## config.mk

```make
export PLATFORM = sky130hd
export DESIGN_NAME = mgmt_gpio_ctrl
export DESIGN_NICKNAME = d
export VERILOG_FILES = /design/src/rtl/mgmt_gpio_pkg.sv /design/src/rtl/mgmt_gpio_in_sync.sv /design/src/rtl/mgmt_gpio_ctrl.sv
export SDC_FILE = /design/constraint.sdc
export NUM_CORES = 1
export LEC_CHECK = 0
export ABC_AREA = 1
export CAP_MARGIN = 25
export CORE_MARGIN = 2
export CORE_UTILIZATION = 50
export DETAILED_ROUTE_END_ITERATION = 12
export PLACE_DENSITY = 0.77
export REMOVE_ABC_BUFFERS = 1
export SYNTH_ARGS = -nofsm -noshare
export SYNTH_HDL_FRONTEND = slang
export SYNTH_SLANG_ARGS = --single-unit
```

## constraint.sdc

```tcl
create_clock -name clock -period 2.3 [get_ports clock]
set_clock_uncertainty 0.05 [all_clocks]
set_input_delay 0.345 -clock clock [delete_from_list [all_inputs] [get_ports clock]]
set_output_delay 0.345 -clock clock [all_outputs]
set_load 0.1 [all_outputs]
```

## src/rtl/mgmt_gpio_pkg.sv

```systemverilog
// Shared register indices and reset constants for the management GPIO endpoint.
package mgmt_gpio_pkg;

  localparam logic [2:0] ADDR_OUT  = 3'd0;
  localparam logic [2:0] ADDR_OEB  = 3'd1;
  localparam logic [2:0] ADDR_IN   = 3'd2;
  localparam logic [2:0] ADDR_RISE = 3'd3;
  localparam logic [2:0] ADDR_FALL = 3'd4;
  localparam logic [2:0] ADDR_PEND = 3'd5;

  // Wide constants; users slice them down to NPADS / NOEB bits.
  localparam logic [31:0] OEB_RST = 32'hFFFF_FFFF;
  localparam logic [31:0] OUT_RST = 32'h0000_0000;

endpackage

```

## src/rtl/mgmt_gpio_in_sync.sv

```systemverilog
// One pad input: 2-flop synchronizer, optional debouncer (MGMT_GPIO_DEBOUNCE_EN)
// and a one-cycle delayed copy of the stable value for edge detection.
module mgmt_gpio_in_sync #(
  parameter int DEB_CYCLES = 8
) (
  input  logic clock,
  input  logic resetn,
  input  logic pad_in,
  output logic data_in,
  output logic data_dly
);

  logic sync1_q;
  logic sync2_q;
  logic dly_q;
  logic data_s;

`ifdef MGMT_GPIO_DEBOUNCE_EN
  localparam int CW = $clog2(DEB_CYCLES);
  localparam logic [CW-1:0] CNT_MAX = CW'(DEB_CYCLES - 1);

  logic [CW-1:0] cnt_q;
  logic [CW-1:0] cnt_d;
  logic          data_q;
  logic          data_d;

  // Accept a new level only after it has been seen DEB_CYCLES times in a row.
  always_comb begin
    data_d = data_q;
    cnt_d  = {CW{1'b0}};
    if (sync2_q != data_q) begin
      if (cnt_q == CNT_MAX) begin
        data_d = sync2_q;
        cnt_d  = {CW{1'b0}};
      end else begin
        cnt_d = cnt_q + CW'(1);
      end
    end else begin
      cnt_d = {CW{1'b0}};
    end
  end

  // Debounce state.
  always_ff @(posedge clock or negedge resetn) begin
    if (!resetn) begin
      cnt_q  <= {CW{1'b0}};
      data_q <= 1'b0;
    end else begin
      cnt_q  <= cnt_d;
      data_q <= data_d;
    end
  end

  assign data_s = data_q;
`else
  localparam int deb_cycles_unused = DEB_CYCLES;

  assign data_s = sync2_q;
`endif

  // Synchronizer and delayed copy; both reset to 0 so no edge follows reset.
  always_ff @(posedge clock or negedge resetn) begin
    if (!resetn) begin
      sync1_q <= 1'b0;
      sync2_q <= 1'b0;
      dly_q   <= 1'b0;
    end else begin
      sync1_q <= pad_in;
      sync2_q <= sync1_q;
      dly_q   <= data_s;
    end
  end

  assign data_in  = data_s;
  assign data_dly = dly_q;

endmodule

```

## src/rtl/mgmt_gpio_ctrl.sv

```systemverilog
// Register-side endpoint for the buffered management GPIO bus.
// Define MGMT_GPIO_DEBOUNCE_EN to insert a per-pad debouncer in the input path.
module mgmt_gpio_ctrl #(
  parameter int NPADS      = 19,
  parameter int NOEB       = 3,
  parameter int DEB_CYCLES = 8
) (
  input  logic             clock,
  input  logic             resetn,
  input  logic [NPADS-1:0] gpio_in_buf,
  output logic [NPADS-1:0] gpio_out,
  output logic [NOEB-1:0]  gpio_oeb,
  input  logic             reg_wr,
  input  logic             reg_rd,
  input  logic [2:0]       reg_addr,
  input  logic [31:0]      reg_wdata,
  output logic [31:0]      reg_rdata,
  output logic             reg_rvalid,
  output logic             irq
);
  import mgmt_gpio_pkg::*;

  logic [NPADS-1:0] data_in_s, data_dly_s, events_s, w1c_s;
  logic [NPADS-1:0] out_q, out_d, rise_en_q, rise_en_d, fall_en_q, fall_en_d, pend_q, pend_d;
  logic [NOEB-1:0]  oeb_q, oeb_d;
  logic [31:0]      rd_mux_s, rdata_q, rdata_d;
  logic             rvalid_q, rvalid_d, irq_q, irq_d;
  logic             wdata_unused_s;

  assign wdata_unused_s = ^reg_wdata[31:NPADS];

  for (genvar i = 0; i < NPADS; i++) begin : g_pad
    mgmt_gpio_in_sync #(.DEB_CYCLES(DEB_CYCLES)) u_in_sync (
      .clock    (clock),
      .resetn   (resetn),
      .pad_in   (gpio_in_buf[i]),
      .data_in  (data_in_s[i]),
      .data_dly (data_dly_s[i])
    );
  end

  // Register writes, edge events and pending/irq update; a new event beats a W1C.
  always_comb begin
    out_d     = out_q;
    oeb_d     = oeb_q;
    rise_en_d = rise_en_q;
    fall_en_d = fall_en_q;
    w1c_s     = {NPADS{1'b0}};
    if (reg_wr) begin
      case (reg_addr)
        ADDR_OUT:  out_d     = reg_wdata[NPADS-1:0];
        ADDR_OEB:  oeb_d     = reg_wdata[NOEB-1:0];
        ADDR_RISE: rise_en_d = reg_wdata[NPADS-1:0];
        ADDR_FALL: fall_en_d = reg_wdata[NPADS-1:0];
        ADDR_PEND: w1c_s     = reg_wdata[NPADS-1:0];
        default:   w1c_s     = {NPADS{1'b0}};
      endcase
    end else begin
      w1c_s = {NPADS{1'b0}};
    end
    events_s = (data_in_s & ~data_dly_s & rise_en_q) | (~data_in_s & data_dly_s & fall_en_q);
    pend_d   = (pend_q & ~w1c_s) | events_s;
    irq_d    = |pend_d;
  end

  // Read mux sees pre-write state; rdata holds between reads.
  always_comb begin
    case (reg_addr)
      ADDR_OUT:  rd_mux_s = 32'(out_q);
      ADDR_OEB:  rd_mux_s = 32'(oeb_q);
      ADDR_IN:   rd_mux_s = 32'(data_in_s);
      ADDR_RISE: rd_mux_s = 32'(rise_en_q);
      ADDR_FALL: rd_mux_s = 32'(fall_en_q);
      ADDR_PEND: rd_mux_s = 32'(pend_q);
      default:   rd_mux_s = 32'h0000_0000;
    endcase
    if (reg_rd) begin
      rdata_d = rd_mux_s;
    end else begin
      rdata_d = rdata_q;
    end
    rvalid_d = reg_rd;
  end

  // Register state.
  always_ff @(posedge clock or negedge resetn) begin
    if (!resetn) begin
      out_q     <= OUT_RST[NPADS-1:0];
      oeb_q     <= OEB_RST[NOEB-1:0];
      rise_en_q <= {NPADS{1'b0}};
      fall_en_q <= {NPADS{1'b0}};
      pend_q    <= {NPADS{1'b0}};
      rdata_q   <= 32'h0000_0000;
      rvalid_q  <= 1'b0;
      irq_q     <= 1'b0;
    end else begin
      out_q     <= out_d;
      oeb_q     <= oeb_d;
      rise_en_q <= rise_en_d;
      fall_en_q <= fall_en_d;
      pend_q    <= pend_d;
      rdata_q   <= rdata_d;
      rvalid_q  <= rvalid_d;
      irq_q     <= irq_d;
    end
  end

  assign gpio_out   = out_q;
  assign gpio_oeb   = oeb_q;
  assign reg_rdata  = rdata_q;
  assign reg_rvalid = rvalid_q;
  assign irq        = irq_q;

endmodule

```

* After elaboration in Yosys (flattened, before gate mapping)
Cells that the tools add are included.
** Word-level totals
- Logic and storage cells :: 89
- Output and inout bits :: 56
- Bits in registers :: 170
** Cells by class
- Muxes and demuxes :: 3
- Bitwise operators :: 10
- Reduce and logical (&&, ||, !) cells :: 6
- Equality and inequality tests :: 5
** Operators by type and width (count)
- $pmux 19 s6 :: 1
- $and 19x19->19 :: 5
- $not 19->19 :: 3
- $mux 19 :: 2
- $or 19x19->19 :: 2
- $reduce_or 19->1 :: 1
- $reduce_and 2->1 :: 4
- $eq 3x2->1 const B :: 2
- $eq 3x3->1 const B :: 2
- $eq 3x1->1 const B :: 1
- $logic_not 3->1 :: 1

* Depth between registers and ports, before layout
Gate-level depths: netlist (run 1).
- Word-level depth :: 7
- Mapped depth :: 10

* By module
A second synthesis (run 1) with hierarchy kept.
** Second synthesis, totals
- Cells, all modules :: 719
- Area, all modules :: 6412.4 µm²
** By module, submodules not included
- mgmt_gpio_ctrl :: times used 1, seq. area each 2506.2 µm², area an instance 4986.0 µm², cells an instance 662
- mgmt_gpio_in_sync :: times used 19, seq. area each 75.1 µm², area an instance 75.1 µm², cells an instance 3

* Worst setup path after synthesis (run 1)
OpenSTA, ideal clock, no wires.
- Path type :: register to register
- From :: register out_q[2] (netlist: gpio_out[2])
- To :: register rdata_q[2] (netlist: reg_rdata[2])
- Setup slack :: 0.882 ns
- Stages on the path, launching flop included :: 5
- Setup time :: 0.082 ns
- Arrival :: 1.286 ns
- Required time :: 2.168 ns
- Cells stage by stage :: dfrtp_1 nand2_1 o21ai_0 inv_1 a31oi_1
** Between the ends
- Longest elaborated chain between the ends :: 1
** RTL lines
- from (decl) :: RTL line mgmt_gpio_ctrl.sv:24 : logic [NPADS-1:0] out_q, out_d, rise_en_q, rise_en_d, fall_en_q, fall_en_d, pend_q, pend_d;
- from (signal assigned) :: RTL line mgmt_gpio_ctrl.sv:88 : out_q <= OUT_RST[NPADS-1:0];
- from (signal assigned) :: RTL line mgmt_gpio_ctrl.sv:97 : out_q <= out_d;
- $pmux 19 s6 :: RTL line mgmt_gpio_ctrl.sv:68 : case (reg_addr)
- to (signal assigned) :: RTL line mgmt_gpio_ctrl.sv:102 : rdata_q <= rdata_d;
- to (decl) :: RTL line mgmt_gpio_ctrl.sv:26 : logic [31:0] rd_mux_s, rdata_q, rdata_d;
Every way passes these cells.
A chain may end at the register's enable or synchronous reset.

* Worst setup path after layout (run 1)
- From :: input reg_addr[0]
- To :: register irq_q (netlist: irq)
** Between the ends
- Longest elaborated chain between the ends :: 7
** RTL lines
- from (decl) :: RTL line mgmt_gpio_ctrl.sv:15 : input logic [2:0] reg_addr,
- $eq 3x3->1 :: RTL line mgmt_gpio_ctrl.sv:50 : case (reg_addr)
- $mux 19 :: RTL line mgmt_gpio_ctrl.sv:50
- $mux 19 :: RTL line mgmt_gpio_ctrl.sv:49 : if (reg_wr) begin
- $not 19->19 :: RTL line mgmt_gpio_ctrl.sv:62 : pend_d = (pend_q & ~w1c_s) | events_s;
- $and 19x19->19 :: RTL line mgmt_gpio_ctrl.sv:62
- $or 19x19->19 :: RTL line mgmt_gpio_ctrl.sv:62
- via pend_d[5] :: RTL line mgmt_gpio_ctrl.sv:24
- $reduce_or 19->1 :: RTL line mgmt_gpio_ctrl.sv:63 : irq_d = |pend_d;
- via irq_d :: RTL line mgmt_gpio_ctrl.sv:27 : logic rvalid_q, rvalid_d, irq_q, irq_d;
- to (signal assigned) :: RTL line mgmt_gpio_ctrl.sv:104 : irq_q <= irq_d;
- to (decl) :: RTL line mgmt_gpio_ctrl.sv:27
The timed path passes the listed nets, and every way through them passes these cells.

==> results of run 1 <==
==> where the power goes <==
part	total, uW	internal (uW)	switching [uW]
registers	3380	3120	253
clock network	3070	1960	1110
logic	1950	456	1500
==> synthesized netlist by cell type (all sizes together) <==
cell	count
dfrtp	154
conb	1
o21ai	85
clkbuf	6
nand3b	11
dfstp	3
o221ai	4
nand4	7
a21oi	21
o22ai	1
nand3	34
o211ai	9
nor2	35
nand2	241
buf	37
a31oi	2
clkinv	3
a22oi	1
inv	60
==> routing by layer <==
| metal | share of wire | GRT usage | vias up |
|---|---|---|---|
| met3 | 0.074 | 0.06761 | 51 |
| met4 | 0.031 | 0.1175 | 0 |
| li1 | - | - | 2468 |
| met1 | 0.42 | 0.3068 | 2540 |
| met2 | 0.48 | 0.3936 | 263 |
| met5 | 0 | 0 | - |
==> final timing paths <==
kind	slack, ns	endpoint	depth (start not counted)
worst max-delay path	0.49	irq	11
worst min-delay path	0.30	g_pad[10].u_in_sync.data_in	0
worst max register to register	0.90	irq	8
worst min register to register	0.30	g_pad[10].u_in_sync.data_in	0
max in group asynchronous	1.13	gpio_out[10]	3
min in group asynchronous	0.38	g_pad[14].u_in_sync.sync1_q	2
==> cells by family (layout without fill, tap and decap cells) <==
logic type	Yosys count	in the layout	share of synthesized area
AO/OA/AOI/OAI	123	123	0.1026
buffers and inverters	106	207	0.07596
flip-flops	157	157	0.6122
other	1	13	0.0005838
AND/OR/NAND/NOR	328	328	0.2086
==> state kept, by name, indices dropped and copies added (netlist names) <==
register / count
fall_en_q: 19
g_pad.u_in_sync.data_dly: 19
g_pad.u_in_sync.data_in: 19
g_pad.u_in_sync.sync1_q: 19
gpio_oeb: 3
gpio_out: 19
irq: 1
pend_q: 19
reg_rdata: 19
reg_rvalid: 1
rise_en_q: 19
==> metrics by stage <==
stage | utilization | hold WS (ns) | area [um2] | power (uW) | setup WS, ns
after floorplan | - | -0.0005911 | 6217 | 4772 | 0.4554
after global placement | 0.5890 | 0.2690 | 7402 | 5304 | 0.2070
after detailed placement | 0.5890 | 0.2744 | 7402 | 5361 | 0.1329
after CTS | 0.6418 | 0.2945 | 8066 | 8433 | 0.5487
after global routing | 0.6418 | 0.2860 | 8066 | 8735 | 0.3943
final | 0.6418 | 0.2967 | 8066 | 8396 | 0.4941
==> final cells by class <==
| type | count | area (um2) |
|---|---|---|
| inverter | 63 | 236.5 |
| multi-input combinational | 464 | 2048 |
| timing repair buffer | 112 | 979.7 |
| clock buffer | 18 | 439.2 |
| clock inverter | 14 | 215.2 |
| sequential | 157 | 3933 |
| fill | 1025 | 4502 |
| tap | 172 | 215.2 |
==> impl_results.md, run 1 <==
* Outcome: complete, no violations
* Hold_sp: g_pad[10].u_in_sync.sync1_q
* Max clock buf depth at 2
* Fin crit period at 1.806 ns
* CTS clk-pin slew, worst paths at 0.06 ns
* CP most frequent cell: nand2_1
* Die Span X at 117.3 um
* Post-DR wirelength/cell at 15.80 um
* Critical path endpoint category: flop
* Clk root buf: clkbuf_16
* Top area cells in the synthesized netlist: dfrtp_1, nand2_1, o21ai_1, inv_1, o21ai_0
* Starting Density at 0.5111
* Delay-heaviest family, CP: simple AND/OR/NAND/NOR gates
* TritonCTS clock tree: built
* Yosys top cell by area: dfrtp_1
* CP bufs+invs at 3
* Max_cap viols at 0
* Crit-path max FO at 20
* Synth top area share at 0.5999
* Slowest stage delay, CP at 0.53 ns
* Most frequent cells in the layout: nand2_1, dfrtp_1, buf_4
* IO Port Bufs at 87
* CP arrival at 2.05 ns
* Pwr dens at 1041 nW/um2
* Initial antenna violation count at 0
* Synth unique cells at 25
* Remaining DRCs at 0
* Post-DP HPWL at 10460 um
* H-tree depth at 4
* Most common cell after layout, fill and taps aside: nand2_1
* First-pass GRT wire length at 26400 um
* Fmax at 553.8 MHz
* Via count at 5322
* Hold-fix buffers, CTS at 1
* CP startpoint kind: primary input
* Io pins at 114
* Final Hold Fails at 0
* Ys Warns at 0
* Syn Area/Cell at 8.984 um2
* Register area share after synthesis at 0.6122
* Postcts setup bufs at 0
* Yosys reg bits at 157
* Setup Total Neg Slack at 0 ns
* CTS sink cnt at 157
* CP required at 2.55 ns
* Peak VDD IR at 0.6396 mV
* Vias in the first global route at 5472
* N_diodes at 0
* Post-Syn Instances at 715
* CTS-repair resized insts at 0
* Overflow left after global routing at 0
* Area grow syn2layout at 25.57%
* Worst Hold Class: flop to flop
* Post-DRT Antenna Nets at 0
* 1st-pass router iterations at 5
* CP Cell Sequence: clkdlybuf4s50_1, inv_2, nor2_2, buf_4, nand3_1, nand2_1, nand2_1, nor2_1, nand2_1, nor2_1, nand3_1
* DRT Wirelength at 15800 um
* Total GRT Usage at 0.2444
* Routability congestion estimate at 0.8827
* Final Instance Count excl. Fillers at 1000
* Max_slew headroom at 0.6384
* RSZ-0062 raised after global routing: no
* Tcrit/Tclk final at 0.7852
* Std-Cell Rows at 41
* Slowest cell on crit path: clkdlybuf4s50_1
* DR iter-0 viols at 384
* Clock Latency Late Sink at 0.42 ns
* R2R Path Start: g_pad[13].u_in_sync.data_in
* Critical path origin: reg_addr[0]
* DIE AREA at 13770 um2
* Critical setup path kind: primary input to flop
* Leakage at 0.003920 uW
* Die H at 117.3 um
* Mapped cell area at 6424 um2
* Core Box Area at 12570 um2
* Max Slew Vio Count at 0
* Post-detailed-route via-to-cell ratio at 5.322
* Share of layout cells above drive strength 1 at 0.1353
* Largest net degree at the start of global routing at 54
* # nets final at 873
* CTS buffer count at 17
* Worst Tran Pin Value at 0.5390 ns
* Placed cell count at 967
* Setup violations, final at 0
(Power assumes the default switching activity.)
==> run 2, diff against run 1 <==
==> constraint.sdc (replaced) <==
create_clock -name clock -period 1.9 [get_ports clock]
set_clock_uncertainty 0.05 [all_clocks]
set_input_delay 0.285 -clock clock [delete_from_list [all_inputs] [get_ports clock]]
set_output_delay 0.285 -clock clock [all_outputs]
set_load 0.1 [all_outputs]
==> impl_results.md, run 2 (synthesis gave the netlist of run 1 again) <==
* CP arrival at 1.99 ns
* CP bufs+invs at 3
* Critical setup path kind: primary input to flop
* Max Slew Vio Count at 0
* Dpl ws at -0.2405 ns
* Clock Latency Late Sink at 0.42 ns
* Die H at 117.3 um
* DRT Wirelength at 15820 um
* N_diodes at 0
* CP required at 2.15 ns
* CTS-repair resized insts at 0
* CTS clk-pin slew, worst paths at 0.06 ns
* Std-Cell Rows at 41
* Largest net degree at the start of global routing at 43
* Remaining DRCs at 0
* Tcrit/Tclk final at 0.9147
* Peak VDD IR at 0.6063 mV
* Initial antenna violation count at 0
* Vias in the first global route at 5480
* DIE AREA at 13770 um2
* TritonCTS clock tree: built
* Leakage at 0.004045 uW
* Delay-heaviest family, CP: buffers and inverters
* Setup Total Neg Slack at 0 ns
* Final Hold Fails at 0
* CP most frequent cell: nand2_1
* Max_cap viols at 0
* Post-DR wirelength/cell at 15.74 um
* Outcome: complete, no violations
* First-pass GRT wire length at 26300 um
* Share of layout cells above drive strength 1 at 0.1357
* 1st-pass router iterations at 5
* CP startpoint kind: primary input
* Max clock buf depth at 2
* Most common cell after layout, fill and taps aside: nand2_1
* Starting Density at 0.5111
* Hold-fix buffers, CTS at 1
* H-tree depth at 4
* Fmax at 575.4 MHz
* Routability congestion estimate at 0.8879
* Post-DRT Antenna Nets at 0
* Io pins at 114
* Fin util at 0.6680
* CTS sink cnt at 157
* Critical path endpoint category: flop
* Slowest cell on crit path: clkdlybuf4s50_1
* Worst Hold Class: primary input to flop
* Post-detailed-route via-to-cell ratio at 5.218
* Setup ws final at 0.1621 ns
* Fill count at 983
* Clk root buf: clkbuf_16
* Via count at 5244
* CTS buffer count at 17
* Pwr dens at 1238 nW/um2
* Overflow left after global routing at 0
* Total GRT Usage at 0.2436
* Post-DP HPWL at 10790 um
* IO Port Bufs at 87
* Setup violations, final at 0
* Area grow syn2layout at 30.70%
* Worst hold slack at 0.2466 ns
* Fin crit period at 1.738 ns
* Crit-path max FO at 22
* # nets final at 879
* Die Span X at 117.3 um
* Slowest stage delay, CP at 0.52 ns
* RSZ-0062 raised after global routing: no
* CP Cell Sequence: clkdlybuf4s50_1, inv_2, nor2_2, buf_4, nand3b_1, nand2_1, nand2_1, nor2_1, nand2_1, nor2_1, nand3_1
* Core Box Area at 12570 um2
* Most frequent cells in the layout: nand2_1, dfrtp_1, inv_1
* Postcts setup bufs at 0
* DR iter-0 viols at 439
-- run 2: power by group --
| group | internal (uW) | leakage [uW] | total (uW) | switching, uW |
|---|---|---|---|---|
| Sequential | 3780 | 0.00186 | 4130 | 347 |
| Clock | 2460 | 0.000318 | 3700 | 1240 |
| Combinational | 744 | 0.00187 | 2560 | 1820 |
-- run 2: worst reg2reg max path, cell delays in order, from the launching register on --
cell and delay (ns):
dfrtp_1 0.40, inv_1 0.09, nor2_1 0.04, a21oi_1 0.14
nand2_1 0.11, nor2_1 0.15, nand2_1 0.07, nor2_1 0.18
nand3_1 0.09
-- run 2: final timing paths --
| kind | to | start | depth (start not counted) | slack, ns |
|---|---|---|---|---|
| setup reg to reg | irq | g_pad[3].u_in_sync.data_in | 8 | 0.46 |
| hold reg to reg | g_pad[18].u_in_sync.data_in | g_pad[18].u_in_sync.sync1_q | 0 | 0.30 |
| hold / removal | g_pad[11].u_in_sync.sync1_q | gpio_in_buf[11] | 1 | 0.25 |
| min in group asynchronous | g_pad[15].u_in_sync.sync1_q | resetn | 2 | 0.30 |
| setup / recovery | irq | reg_addr[0] | 11 | 0.16 |
| max in group asynchronous | gpio_oeb[0] | resetn | 3 | 0.91 |
-- run 2: cell type report --
cell class | count | area (um2) | share of cell area
clock buffer | 25 | 495.5 | 0.05902
clock inverter | 6 | 155.1 | 0.01848
inverter | 63 | 236.5 | 0.02817
multi-input combinational | 464 | 2048 | 0.2440
sequential | 157 | 3933 | 0.4684
tap | 172 | 215.2 | 0.02563
timing repair buffer | 118 | 1313 | 0.1563
-- run 2: stage by stage --
step,power [uW],cells,area [um2]
after floorplan,5776,684,6217
after global placement,6654,973,7735
after detailed placement,6736,973,7735
after CTS,10450,1005,8396
after global routing,10800,1005,8396
final,10390,1005,8396
-- run 2: metal layers --
| metal | track usage | routed length [um] | up-vias |
|---|---|---|---|
| met5 | 0 | 0 | - |
| met1 | 0.3108 | 6520 | 2483 |
| met2 | 0.3955 | 7622 | 243 |
| met3 | 0.05350 | 1282 | 37 |
| li1 | - | - | 2481 |
| met4 | 0.1205 | 396 | 0 |
